[src/rtl/dmem_port_arbiter_pkg.sv]
// Shared types and constants for the data-memory port arbiter.
// Build option DMEM_ARB_RR_EN (see dmem_port_arbiter.sv) selects round-robin tie-breaking.
package dmem_port_arbiter_pkg;

   localparam logic [1:0] STORETYPE_SW = 2'b00;
   localparam logic [1:0] STORETYPE_SH = 2'b01;
   localparam logic [1:0] STORETYPE_SB = 2'b10;

   localparam logic [1:0] ST_IDLE  = 2'd0;
   localparam logic [1:0] ST_ISSUE = 2'd1;
   localparam logic [1:0] ST_RESP  = 2'd2;

   typedef enum logic [1:0] {
      IDLE  = ST_IDLE,
      ISSUE = ST_ISSUE,
      RESP  = ST_RESP
   } DmemArbState_t;

   typedef struct packed {
      logic        we;
      logic [31:0] addr;
      logic [31:0] wdata;
      logic [1:0]  stype;
   } DmemReq_t;

endpackage

[src/rtl/dmem_port_arbiter_store_be_gen.sv]
// Store byte-enable and lane-replicated write-data generator (combinational).
module store_be_gen
   import dmem_port_arbiter_pkg::*;
(
   input  logic [1:0]  stype,
   input  logic [1:0]  addr_lo,
   input  logic [31:0] wdata,
   output logic [3:0]  be,
   output logic [31:0] wdata_rep
);

   always_comb begin
      be        = 4'b1111;
      wdata_rep = wdata;
      case (stype)
         STORETYPE_SH: begin
            be        = addr_lo[1] ? 4'b1100 : 4'b0011;
            wdata_rep = {2{wdata[15:0]}};
         end
         STORETYPE_SB: begin
            be        = 4'b0001 << addr_lo;
            wdata_rep = {4{wdata[7:0]}};
         end
         // SW and the reserved encoding write the full word; low address bits ignored
         default: ;
      endcase
   end

endmodule

[src/rtl/dmem_port_arbiter.sv]
// Two-port arbiter for the single-port data RAM (IDLE -> ISSUE -> RESP).
// Define DMEM_ARB_RR_EN for round-robin ties; otherwise port 0 has fixed priority.
module dmem_port_arbiter
   import dmem_port_arbiter_pkg::*;
#(
   parameter int ADDR_W = 10
) (
   input  logic              clk,
   input  logic              resetn,
   input  logic [1:0]        p_req_i,
   input  logic [1:0]        p_we_i,
   input  logic [31:0]       p0_addr_i,
   input  logic [31:0]       p1_addr_i,
   input  logic [31:0]       p0_wdata_i,
   input  logic [31:0]       p1_wdata_i,
   input  logic [1:0]        p0_stype_i,
   input  logic [1:0]        p1_stype_i,
   output logic [1:0]        p_gnt_o,
   output logic [1:0]        p_rvalid_o,
   output logic [31:0]       p_rdata_o,
   output logic              mem_en_o,
   output logic [3:0]        mem_we_o,
   output logic [ADDR_W-1:0] mem_addr_o,
   output logic [31:0]       mem_wdata_o,
   input  logic [31:0]       mem_rdata_i
);

   DmemArbState_t state;
   DmemReq_t      sel_req;
   logic          win;
   logic          win_q;
   logic          we_q;
   logic          arb_go;
   logic [3:0]    be;
   logic [31:0]   wdata_rep;
   logic          unused_addr_bits;

`ifdef DMEM_ARB_RR_EN
   logic last_q;
`endif

   always_comb begin
      win = p_req_i[0] ? 1'b0 : 1'b1;
      if (&p_req_i) begin
`ifdef DMEM_ARB_RR_EN
         win = ~last_q;
`else
         win = 1'b0;
`endif
      end
   end

   assign sel_req = win ? DmemReq_t'{p_we_i[1], p1_addr_i, p1_wdata_i, p1_stype_i}
                        : DmemReq_t'{p_we_i[0], p0_addr_i, p0_wdata_i, p0_stype_i};

   assign arb_go = (state != ISSUE) && (|p_req_i);
   assign unused_addr_bits = ^sel_req.addr[31:ADDR_W+2];

   // Encoding sits on the request being latched so the RAM strobes come out registered
   store_be_gen u_be_gen (
      .stype     (sel_req.stype),
      .addr_lo   (sel_req.addr[1:0]),
      .wdata     (sel_req.wdata),
      .be        (be),
      .wdata_rep (wdata_rep)
   );

   always_ff @(posedge clk or negedge resetn) begin
      if (!resetn) begin
         state       <= IDLE;
         p_gnt_o     <= 2'b00;
         p_rvalid_o  <= 2'b00;
         mem_en_o    <= 1'b0;
         mem_we_o    <= 4'b0000;
         mem_addr_o  <= '0;
         mem_wdata_o <= 32'h0;
         win_q       <= 1'b0;
         we_q        <= 1'b0;
`ifdef DMEM_ARB_RR_EN
         last_q      <= 1'b1;
`endif
      end else begin
         p_gnt_o    <= 2'b00;
         p_rvalid_o <= 2'b00;
         mem_en_o   <= 1'b0;
         mem_we_o   <= 4'b0000;
         case (state)
            ISSUE: begin
               state      <= RESP;
               p_rvalid_o <= win_q ? 2'b10 : 2'b01;
            end
            IDLE, RESP: begin
               if (arb_go) begin
                  state       <= ISSUE;
                  p_gnt_o     <= win ? 2'b10 : 2'b01;
                  mem_en_o    <= 1'b1;
                  mem_we_o    <= sel_req.we ? be : 4'b0000;
                  mem_addr_o  <= sel_req.addr[ADDR_W+1:2];
                  mem_wdata_o <= wdata_rep;
                  win_q       <= win;
                  we_q        <= sel_req.we;
`ifdef DMEM_ARB_RR_EN
                  last_q      <= win;
`endif
               end else begin
                  state <= IDLE;
               end
            end
            default: state <= IDLE;
         endcase
      end
   end

   // RAM read data lands in the RESP cycle; we_q is stable until the next arbitration edge
   assign p_rdata_o = ((|p_rvalid_o) && !we_q) ? mem_rdata_i : 32'h0;

endmodule

[config.mk]
export PLATFORM = sky130hd
export DESIGN_NAME = dmem_port_arbiter
export DESIGN_NICKNAME = d
export VERILOG_FILES = /design/src/rtl/dmem_port_arbiter_pkg.sv /design/src/rtl/dmem_port_arbiter_store_be_gen.sv /design/src/rtl/dmem_port_arbiter.sv
export SDC_FILE = /design/constraint.sdc
export NUM_CORES = 1
export LEC_CHECK = 0
export ABC_AREA = 1
export BUFFER_PORTS_ARGS = -buffer_cell sky130_fd_sc_hd__buf_4
export CORE_AREA = 2 2 98 100
export CTS_CLUSTER_DIAMETER = 120
export DETAILED_ROUTE_END_ITERATION = 12
export DIE_AREA = 0 0 100 102
export GPL_TIMING_DRIVEN = 0
export PLACE_DENSITY = 0.75
export REMOVE_ABC_BUFFERS = 1
export SYNTH_ARGS = -nofsm -noshare
export SYNTH_HDL_FRONTEND = slang
export SYNTH_SLANG_ARGS = --single-unit
[constraint.sdc]
create_clock -name clk -period 2 [get_ports clk]
set_clock_uncertainty 0.2 [all_clocks]
set_input_delay 0.3 -clock clk [delete_from_list [all_inputs] [get_ports clk]]
set_output_delay 0.3 -clock clk [all_outputs]
set_load 0.01 [all_outputs]
# After elaboration in Yosys (flattened, before gate mapping)
# Cells that the tools add are included.
# Widths: inputs -> output; s select.
word_totals:
  romBits: 0
  mem_count: 0
  output_inout_bits: 83
  mem_bits_rw: 0
  latchBits: 0
  inputBits: 170
  reg_bits: 55
  word_cells: 43
classes:
  multipliers: 0
  n_reduce_logical: 9
  n_addsub: 0
  muxes: 19
  shifts: 1
  eq_ne: 5
  bitwise_logic: 0
  magnitude_cmp: 0
  div_mod_pow: 0
ops:
  columns: ["op", "n"]
  rows:
  - ["$mux 67", 1]
  - ["$pmux 32 s2", 1]
  - ["$mux 32", 1]
  - ["$mux 4", 4]
  - ["$mux 2", 5]
  - ["$pmux 4 s2", 1]
  - ["$reduce_or 2->1", 3]
  - ["$mux 1", 5]
  - ["$eq 2x1->1 const B", 2]
  - ["$eq 2x2->1 const B", 2]
  - ["$pmux 2 s2", 1]
  - ["$reduce_and 2->1", 2]
  - ["$shl 1x2->4 const A", 1]
  - ["$logic_and 1x1->1", 2]
  - ["$logic_not 2->1", 1]
  - ["$ne 2x1->1 const B", 1]
  - ["$logic_not 1->1", 1]

# Longest topological paths before layout
logic_depth:
  depth_word: 8
  depth_mapped: 15
  depth_no_buf: 11

# Hierarchy
# Synthesis repeated with hierarchy kept, for this count alone.
hier_totals:
  hier_cells: 541
  area_unflattened_um2: 3484.6
modules_own_cells:
  columns: ["mod", "area_each_um2", "n_inst", "cells_per_inst"]
  rows:
  - ["dmem_port_arbiter", 2927.8, 1, 435]
  - ["store_be_gen", 556.8, 1, 106]

# Least setup slack after synthesis
# Ideal clock, no wire load.
synth_path:
  kind: "input port to flip-flop"
  startpoint: "in p_req_i[0]"
  endpoint: "reg mem_wdata_o[16]"
  slack_ns: -0.274
  t_arrival_ns: 1.958
  cell_stages: 14
  setup_ns: 0.117
  path_cell_list: "buf_6 -> inv_2 -> buf_6 -> buf_6 -> or2_1 -> o21ai_1 -> inv_2 -> ha_1 -> buf_2 -> inv_2 -> o21ai_1 -> o21ai_1 -> nand2_1 -> nand2_1"
synth_via:
  elab_chain_cells: 5
  elab_cells_between_ends: 10
synth_rtl:
  columns: ["element", "line", "rtl"]
  rows:
  - ["from (decl)", "dmem_port_arbiter.sv:10", "input logic [1:0] p_req_i,"]
  - ["$mux 1 or $reduce_and 2->1 (tied branches)", "dmem_port_arbiter.sv:43, dmem_port_arbiter.sv:44", null]
  - ["$mux 1", "dmem_port_arbiter.sv:44", "if (&p_req_i) begin"]
  - ["$mux 67", "dmem_port_arbiter.sv:53", "assign sel_req = win ? DmemReq_t'{p_we_i[1], p1_addr_i, p1_wdata_i, p1_stype_i}"]
  - ["$eq 2x2->1 or $eq 2x1->1 (tied branches)", "dmem_port_arbiter_store_be_gen.sv:15", "case (stype)"]
  - ["$pmux 32 s2", "dmem_port_arbiter_store_be_gen.sv:15", null]
  - ["to (signal assigned)", "dmem_port_arbiter.sv:99", "mem_wdata_o <= wdata_rep;"]
  - ["to (decl)", "dmem_port_arbiter.sv:24", "output logic [31:0] mem_wdata_o,"]
# Several ways; a longest one is shown, not always the timed one.
# A chain may end at the register's enable or synchronous reset.

# Final worst setup path
layout_path:
  startpoint: "in p_req_i[0]"
  endpoint: "reg mem_wdata_o[20]"
# Same word-level chain as after synthesis.

==> summary.md <==
| Metric | Value |
|---|---|
| Outcome | finished, final reports clean |
| Initial DRC count | 118 |
| WL per Instance | approximately 15 µm |
| Worst setup EP type | register |
| Vias in the first global route | approximately 3.4k |
| # fillers | approximately 840 |
| Worst-path maximum fanout | 47 |
| #FFs+latches synth | 55 |
| Clk Tree Root Cell | clkbuf_8 |
| Final HPWL DP | 8080 µm |
| Cells after Synth | approximately 480 |
| Cells after DPL | 777 |
| Deepest clock path buffer count | 2 |
| Grt total ovfl | 0 |
| Fmax | 539 MHz |
| Unique masters post-synth | 21 |
| Synth top area share | about 43% |
| Type of the worst min-delay path | input pin to register |
| Non-filler cells, final | ~800 |
| Crit path buf inv count | 3 |
| Final min period | 1.85 ns |
| Clock sink count | 55 |
| Mean post-synth cell area | approximately 6.7 µm² |
| Fraction of layout cells with a size suffix above 1 | 35.3% |
| Area of the die | 10200 µm² |
| Worst EP required | about 2 ns |
| Largest delay share family, worst path | compound AO/OA/AOI/OAI gates |
| Final WL | between 10000 and 15000 µm |
| Maxcap violations | 0 |
| Post-Synthesis Cell Area | 3200 µm² |
| Final Hold Viols | 0 |
| Worst slack at placement | -1.96 ns |
| # IOs | 253 |
| Slew headroom | 29.3% |
| Pwr dens | 735 nW/µm² |
| PortBufs | approximately 210 |
| Initial antenna violation count | 0 |
| Die width | ~100 µm |
| Commonest non-fill, non-tap cell in the layout | buf_4 |
| Worst path max stage delay | 0.31 ns |
| P_leak | 2.87 nW |
| Post-layout nets | 850 |
| Synth top area cells | dfrtp_1, nand2_1, nor2_1 |
| Via-to-Cell Ratio | roughly 4.8 |
| Worst setup SP type | input pin |
| Worst-Skew Late Latency | 0.30 ns |
| Final setup vio count | 0 |
| Multi-input logic area | 1490 µm² |
| Antenna Nets Post-Route | 0 |
| Max Slew Vio Count | 0 |
| CTS tree | built |
| H-tree lvl count | 2 |
| Yosys top cell by area | dfrtp_1 |
| Max VDD drop | ~0.00034 V |
| Largest net degree at the start of global routing | 56 |
| Area Growth Syn to Fin | 57.5% |
| Residual DRC | 0 |
| Tcrit/Tclk final | just over 90% |
| Syn. warnings | 0 |
| Vias | roughly 3.8k |
| RSZ-0062 raised after global routing | false |
| CP most frequent cell | nand2_1 |
| Worst-Margin Slew | roughly 1.1 ns |
| Num CTS Buffers | 5 |
| Worst-path cell chain | buf_16 -> inv_12 -> or2_1 -> o21ai_2 -> inv_2 -> ha_2 -> o21ai_4 -> o21ai_1 -> nand2_1 -> nand2_1 |
| 1st-pass router iterations | 4 |
| Final setup margin | ~0.15 ns |
| # rows | 35 |
| GRT Total Usage | roughly a fifth |
| Clock-pin slew on the worst setup and hold paths | 0.10 ns |
| Storage cell area | ~1400 µm² |
| Final core occ | a little under three fifths |
| Starting Density | about a third |
| Core ar. | around 9100 µm² |
| Seq/Total Area, Yosys | 43.0% |
| First-pass GRT wire length | 17000 µm |
| Most frequent cells in the layout | buf_4, nand2_1, nor2_1, inv_1, dfrtp_1 |
| Master of the slowest instance on the critical path | o21ai_4 |
| # diodes | 0 |
| DIE HEIGHT | ~100 µm |
| Setup CP Type | input pin to register |
| GP Congestion | around 0.80 |
| Worst endpoint data arrival time | roughly 1.9 ns |
## per-layer routing
metal | global-route usage (%) | share of wire (%)
met4 | 6.95 | 1.6
met2 | 39.3 | 51
met5 | 0 | 0
met3 | 4.72 | 8.6
met1 | 24.8 | 39
## area by class of cell
type,count,area share (%)
clock buffer,5,1.37
multi-input combinational,338,29.5
clock inverter,2,0.745
timing repair buffer,217,33.3
sequential,55,27.3
tap,111,2.76
inverter,61,5.09
## per-stage QoR
step | total power [W] | hold slack [ns] | cell area (µm²) | TNS [ns]
final | 0.00371 | 0.0524 | 5040 | 0
after global routing | 0.00394 | 0.0352 | 5040 | 0
after CTS | 0.00371 | 0.0432 | 4990 | 0
after detailed placement | 0.00293 | 0.200 | 4790 | -56.04
after global placement | 0.00289 | 0.197 | 4770 | -70.46
after floorplan | 0.00208 | -0.196 | 3040 | -12.84
## tightest hold or removal path: cells and delay by family
kind                   cells  cell delay [ns]
AO/OA/AOI/OAI              1             0.07
buffers and inverters      1             0.11
AND/OR/NAND/NOR            1             0.05
## flip-flops by register name, summed over array words and instances (netlist names)
name	count
p_rvalid_o	2
mem_wdata_o	32
p_gnt_o	2
we_q	1
state	2
mem_we_o	4
mem_addr_o	10
mem_en_o	1
win_q	1
## synth_stat cells (all sizes together)
cell,n
o21bai,1
nand2,158
buf,17
nand3,8
a21oi,32
or2,3
clkbuf,11
inv,61
o211ai,1
nor2,91
o21ai,31
dfrtp,55
ha,2
a31oi,10
## path summary, 6_finish.rpt
| check | startpoint | end | slack [ns] | cells past startpoint |
|---|---|---|---|---|
| worst min register to register | state[1] | state[1] | 0.21 | 1 |
| worst max-delay path | p_req_i[0] | mem_wdata_o[20] | 0.15 | 10 |
| worst max register to register | state[0] | mem_we_o[0] | 0.23 | 5 |
| min in group asynchronous | resetn | mem_wdata_o[26] | 0.37 | 2 |
| worst min-delay path | p1_addr_i[6] | mem_addr_o[4] | 0.05 | 3 |
| max in group asynchronous | resetn | mem_wdata_o[17] | 0.76 | 2 |
## where the power goes
| part | switching, W | internal, W | total, W |
|---|---|---|---|
| Sequential | 0.000128 | 0.00133 | 0.00146 |
| Combinational | 0.000783 | 0.000731 | 0.00151 |
| Clock | 0.000368 | 0.000367 | 0.000734 |
| Total | 0.00128 | 0.00243 | 0.00371 |
## timing repair
item / 4_1_cts / 5_1_grt
endpoints found under the setup margin: 63 / 48
pin swaps: 3 / 1
buffers inserted: 1 / 1
cloned: 1 / 1
resized for setup: 17 / 5
hold endpoints to repair: 55 / 0
hold buffers: 1 / 0
## kinds of logic after synthesis
group | share of synthesized area (%)
adder cells (fa/ha/maj) | 0.782
AND/OR/NAND/NOR | 31.0
flip-flops | 43.0
AO/OA/AOI/OAI | 13.0
buffers and inverters | 12.2
Power figures use the tool's default switching activity.
